--- config.mk ---
export PLATFORM = sky130hd
export DESIGN_NAME = stream_rr_sched
export DESIGN_NICKNAME = d
export VERILOG_FILES = /design/src/rtl/stream_rr_sched.sv
export SDC_FILE = /design/constraint.sdc
export NUM_CORES = 1
export LEC_CHECK = 0
export ABC_AREA = 1
export CORE_AREA = 2 2 39 41
export CTS_CLUSTER_DIAMETER = 80
export CTS_CLUSTER_SIZE = 8
export DETAILED_ROUTE_END_ITERATION = 6
export DIE_AREA = 0 0 41 43
export PLACE_DENSITY = 0.32
export SYNTH_ARGS = -nofsm -noshare
export SYNTH_HDL_FRONTEND = slang
export SYNTH_SLANG_ARGS = --single-unit
--- constraint.sdc ---
create_clock -name clk_i -period 1.17 [get_ports clk_i]
set_input_delay 0.351 -clock clk_i [delete_from_list [all_inputs] [get_ports clk_i]]
set_output_delay 0.351 -clock clk_i [all_outputs]
set_load 0.01 [all_outputs]
--- src/rtl/stream_rr_sched.sv ---
// stream_rr_sched: round-robin scheduler merging N_INP valid/ready streams into one output stream.
//
// Ports:
//   clk_i        clock; all state updates on its rising edge
//   rst_i        asynchronous active-high reset
//   inp_data_i   per-input payloads (N_INP x DATA_T)
//   inp_valid_i  per-input valid
//   inp_ready_o  per-input ready; only the selected input sees oup_ready_i
//   oup_data_o   payload of the selected input
//   oup_valid_o  valid of the selected input
//   oup_ready_i  downstream ready
//   oup_idx_o    index of the selected input
//
// Build option: define STREAM_RR_SCHED_LOCK_EN to hold a stalled grant (LOCKED state)
// until it completes. Without it the selection is re-arbitrated every cycle.
module stream_rr_sched #(
    parameter type DATA_T = logic,
    parameter int  N_INP  = 2,
    parameter int  IDX_W  = (N_INP > 1) ? $clog2(N_INP) : 1
) (
    input  logic             clk_i,
    input  logic             rst_i,
    input  DATA_T            inp_data_i [N_INP],
    input  logic [N_INP-1:0] inp_valid_i,
    output logic [N_INP-1:0] inp_ready_o,
    output DATA_T            oup_data_o,
    output logic             oup_valid_o,
    input  logic             oup_ready_i,
    output logic [IDX_W-1:0] oup_idx_o
);
    logic [IDX_W-1:0] rr_q, rr_d, sel, cand;
    logic             found, hs;
`ifdef STREAM_RR_SCHED_LOCK_EN
    typedef enum logic {ARB, LOCKED} state_e;
    state_e           state_q, state_d;
    logic [IDX_W-1:0] lock_idx_q, lock_idx_d;
`endif

    always_comb begin
        sel   = rr_q;
        cand  = rr_q;
        found = 1'b0;
        // Search from the priority pointer upward with wrap; first valid wins.
        for (int i = 0; i < N_INP; i++) begin
            cand = IDX_W'((int'(rr_q) + i) % N_INP);
            if (!found && inp_valid_i[cand]) begin
                sel   = cand;
                found = 1'b1;
            end
        end
`ifdef STREAM_RR_SCHED_LOCK_EN
        if (state_q == LOCKED) sel = lock_idx_q;
`endif
        oup_idx_o        = sel;
        oup_data_o       = inp_data_i[sel];
        oup_valid_o      = inp_valid_i[sel];
        inp_ready_o      = '0;
        inp_ready_o[sel] = oup_ready_i;
        hs               = oup_valid_o & oup_ready_i;
        rr_d             = !hs ? rr_q : (sel == IDX_W'(N_INP - 1)) ? '0 : sel + 1'b1;
`ifdef STREAM_RR_SCHED_LOCK_EN
        state_d    = state_q;
        lock_idx_d = lock_idx_q;
        // A stall and a handshake are mutually exclusive since both depend on oup_ready_i.
        if (state_q == ARB && oup_valid_o && !oup_ready_i) begin
            state_d    = LOCKED;
            lock_idx_d = sel;
        end else if (state_q == LOCKED && hs) begin
            state_d = ARB;
        end
`endif
    end

    always_ff @(posedge clk_i or posedge rst_i) begin
        if (rst_i) begin
            rr_q       <= '0;
`ifdef STREAM_RR_SCHED_LOCK_EN
            state_q    <= ARB;
            lock_idx_q <= '0;
`endif
        end else begin
            rr_q       <= rr_d;
`ifdef STREAM_RR_SCHED_LOCK_EN
            state_q    <= state_d;
            lock_idx_q <= lock_idx_d;
`endif
        end
    end
endmodule

Word level (Yosys, flattened, before mapping)
Index checks and enable logic that the tools add are counted.
{ "word_totals": {"regBits": 1, "input_bits": 7} }
{ "classes": {"add_sub_neg": 2, "n_lt_le_gt_ge": 5, "mux": 14, "bitwise_logic": 3, "reduce_logical": 3} }
{ "ops": {"columns": ["cell", "n"], "rows": [
  ["1-bit 2-to-1 mux", 13],
  ["1-bit by 2-bit < comparator with 1-bit output, second input constant", 3],
  ["1-bit adder, second input constant", 2],
  ["2-bit bitwise AND", 1],
  ["2-bit greater-or-equal comparator, second input constant", 1],
  ["1-bit logical AND", 2],
  ["1-bit NOT with 2-bit output", 1],
  ["1-bit bitwise AND", 1],
  ["1-bit demux with 1-bit select", 1],
  ["1-bit greater-or-equal comparator, second input constant", 1],
  ["1-bit zero test", 1]
]} }

Longest topological paths before layout
{ "logic_depth": {"depth_word": 11, "mapped_depth": 5} }

Worst setup path after synthesis
Ideal clock, no wire load.
{ "synth_timing": {"kind": "reg2out", "start": "register rr_q", "end": "output inp_ready_o[0]", "arrival_ps": 743, "required_time_ps": 819, "slack_ps": 76, "path_stages_with_launch": 6, "n_path_buf": 0, "path_cell_list": "dfrtp_1 -> inv_1 -> nand2_2 -> nand2_2 -> inv_2 -> nor2_2"} }
{ "synth_via": {"elab_chain_len": 11, "elab_cells_between_ends": 15} }
{ "synth_lines": {"columns": ["element", "line", "rtl"], "rows": [
  ["start, declared", "31", "logic [IDX_W-1:0] rr_q, rr_d, sel, cand;"],
  ["start signal, assigned", "82", "rr_q <= rr_d;"],
  ["1-bit 2-to-1 mux (not written as such) (2 in a row)", "46", "if (!found && inp_valid_i[cand]) begin"],
  ["1-bit 2-to-1 mux", "46", null],
  ["1-bit zero test", "46", null],
  ["1-bit logical AND", "46", null],
  ["1-bit 2-to-1 mux *", "46", null],
  ["via oup_idx_o", "29", "output logic [IDX_W-1:0] oup_idx_o"],
  ["1-bit by 2-bit < comparator with 1-bit output (not written as such) / 1-bit greater-or-equal comparator (equally long branches)", "58", "inp_ready_o[sel] = oup_ready_i;"],
  ["1-bit logical AND (not written as such)", "58", null],
  ["1-bit 2-to-1 mux (not written as such)", "58", null],
  ["1-bit demux with 1-bit select *", "58", null],
  ["2-bit bitwise AND (no source line) *", null, null],
  ["end, declared", "25", "output logic [N_INP-1:0] inp_ready_o,"]
]} }
Mark *: on every way through the listed nets, which the timed path passes. The rest lies on a longest branch. The select of a mux whose other input is x is not followed.

Worst setup path in the final report
{ "layout_timing": {"start": "input inp_valid_i[1]", "end": "output inp_ready_o[1]"} }
{ "layout_via": {"elab_chain_len": 11, "elab_cells_between_ends": 14} }
{ "layout_lines": {"columns": ["element", "line", "rtl"], "rows": [
  ["start, declared", "24", "input logic [N_INP-1:0] inp_valid_i,"],
  ["1-bit 2-to-1 mux (not written as such) (2 in a row)", "46", null],
  ["1-bit 2-to-1 mux", "46", null],
  ["1-bit zero test", "46", null],
  ["1-bit logical AND *", "46", null],
  ["1-bit 2-to-1 mux *", "46", null],
  ["1-bit by 2-bit < comparator with 1-bit output (not written as such) / 1-bit greater-or-equal comparator (equally long branches)", "58", null],
  ["1-bit logical AND (not written as such)", "58", null],
  ["1-bit 2-to-1 mux (not written as such)", "58", null],
  ["1-bit demux with 1-bit select *", "58", null],
  ["2-bit bitwise AND (no source line) *", null, null]
]} }
Mark *: on every way between the ends. The rest lies on a longest branch, timed or not. The select of a mux whose other input is x is not followed.

==> reports/results.ini <==
[status]
status=finished, violations left
violations=setup timing

[timing]
fmax_ghz=0.790
finalCritPeriodShare_pct=108
grt_setup_unrepaired=true
drv_slew=0
tightest_slew_ns=0.163
layout_setup_ws_ns=-0.0952
min_period_ns=1.27
hold_ws_ns=0.501
setup_violations=3
finalHoldViolCount=0
clock_skew_ns=0
slew_headroom_pct=89.1

[floorplanning]
die_y_microns=43
die_w_microns=41
die_area_sq_um=1760
start_util_pct=8.32
pin_count=12
row_count=14
core-area_sq_um=1380

[global_routing]
grt_pass1_wl_microns=655
grt_max_degree=4
grt_overflow=0
busiest_layer=met2
gr-usage-met2_pct=8.75
gr-usage-met1_pct=6.98
met3_usage_pct=0
antenna_found_initial=0
first_global_vias=173
grt_usage_pct=5.00

[power_and_ir_drop]
combPwrFrac_pct=75.6
total_power_mw=0.188
peakVddDrop_mv=0.202
p_int_mw=0.122
power.density_nw_per_um2=572
power_switching_share_pct=35.3
clockPowerShare_pct=0
p_leak_nw=0.195
p_sw_mw=0.0665
p_seq_share_pct=24.4

[setup_path]
worstPathCellList=buf_8 > nand2_4 > nand2_4 > nand2_4 > buf_6 > nor2_1 > buf_2
start_kind=input port
path_class=input port to output port
r2r-end=rr_q$_DFFE_PP0P_
r2r_cells=4
endpoint_kind=output port
max_stage_delay_ns=0.13
crit_path_start=inp_valid_i[1]
path_depth=7
crit_top_cell=nand2_4
reg2reg_from=rr_q$_DFFE_PP0P_
r2r_slack_ns=0.35
crit_family=buffers and inverters
crit_fanout=3
cpMaxStageDelayCell=buf_2
crit_buf_inv=3
cp-endpoint=inp_ready_o[1]
cp_data_required_time_ns=0.82
crit_arrival_ns=0.91

[placement]
io_buffers=11
hpwlAfterDp_microns=278
gp_congestion=0.591
post-place-ws_ns=-0.878

[route]
drcViolationCount=0
dr.pass1.iters=1
drt-total-wl_microns=368
via_per_inst=3.30
post_drt_wl_per_cell_microns=6.46
detailedRoute.firstIterationViolations=0
ant_nets=0
vias=188

[worst_hold_path]
holdCritPathClass=input port to async pin

[layout]
fin_util_pct=23.8
largest_reg_flops=1
drive_above_1_share_pct=63.4
area_growth_pct=186
top_regs=rr_q x1
antennaDiodeCount=0
final_common_cell=buf_4
top_register=rr_q
nets=50
layout_common_cells=buf_4, nand2_1

[yosys]
synth_cells=21
yosysTopAreaCell=dfrtp_1
muxShareOfSynthArea_pct=0
syn_nets=28
yosysUniqueCellTypes=8
ys_seq_area_share_pct=21.7
synth-seq-cells=1
synth_top_area_share_pct=21.7
synthXorXnorAreaFrac_pct=0
synth_top_family_by_area=simple AND/OR/NAND/NOR gates
yosys_warnings=0
synth_fa_ha_area_share_pct=0
postSynthAreaPerCell_sq_um=5.48
synth_compound_area_share_pct=0
synthTopCellsByArea=dfrtp_1, nand2_2, nand2_1
synth_simple_gate_area_share_pct=58.7
syn_area_sq_um=115

[cts]
ctsHoldBuffers=0
path_clk_slew_ns=0
clkLatencyLatePin_ns=0

[flow_run]
drv_cap=0

## synthesized netlist by cell type
cell type and instances:
dfrtp_1 1, inv_1 5, inv_2 1, nand2_1 6
nand2_2 4, nand3_1 2, nor2_1 1, nor2_2 1
## layout make-up
cell class	instances	area, sq um
multi-input combinational	14	92.6
timing repair buffer	20	169
sequential	1	25.0
fill	170	1050
tap	16	20.0
inverter	6	22.5
## repair_timing
item	4_1_cts	5_1_grt
endpoints found under the setup margin	6	6
resized for setup	44	1
setup buffers	4	2
pin swaps	6	4
## how the worst min path moves through the flow
stage,start,slack (ns),depth (start not counted),to
2_1_floorplan,rst_i,0.08,1,rr_q$_DFFE_PP0P_
3_3_place_gp,rst_i,0.50,2,rr_q$_DFFE_PP0P_
3_5_place_dp,rst_i,0.50,2,rr_q$_DFFE_PP0P_
4_1_cts,rst_i,0.51,2,rr_q$_DFFE_PP0P_
5_1_grt,rst_i,0.53,2,rr_q$_DFFE_PP0P_
6_report,rst_i,0.50,2,rr_q$_DFFE_PP0P_
## logic make-up after synthesis
kind of cell / Yosys count
AND/OR/NAND/NOR: 14
buffers and inverters: 6
flip-flops: 1
## metrics by stage
stage	instances	setup TNS, ns	instance area (sq um)
floorplan	21	0	115
global placement	51	-4.55	268
detailed placement	51	-4.49	268
CTS	55	-0.265	314
global route	57	-0.433	329
finish	57	-0.240	329
## worst reg2reg max path, cell delays in order, from the launching register on
cell	delay (ns)
dfrtp_1	0.39
nand2_4	0.07
buf_4	0.13
nand3_1	0.05
nand2_1	0.05
## power groups by stage
stage | Clock (mW) | Sequential [mW] | Combinational (mW)
floorplan | 0 | 0.0431 | 0.0449
global placement | 0 | 0.0439 | 0.110
detailed placement | 0 | 0.0439 | 0.111
CTS | 0 | 0.0455 | 0.134
global route | 0 | 0.0466 | 0.156
finish | 0 | 0.0460 | 0.142
## routing by layer
metal,routed length [microns],up-vias
met5,0,-
li1,-,100
met3,21,0
met1,152,83
met4,0,0
met2,195,5
(Power assumes the default switching activity.)
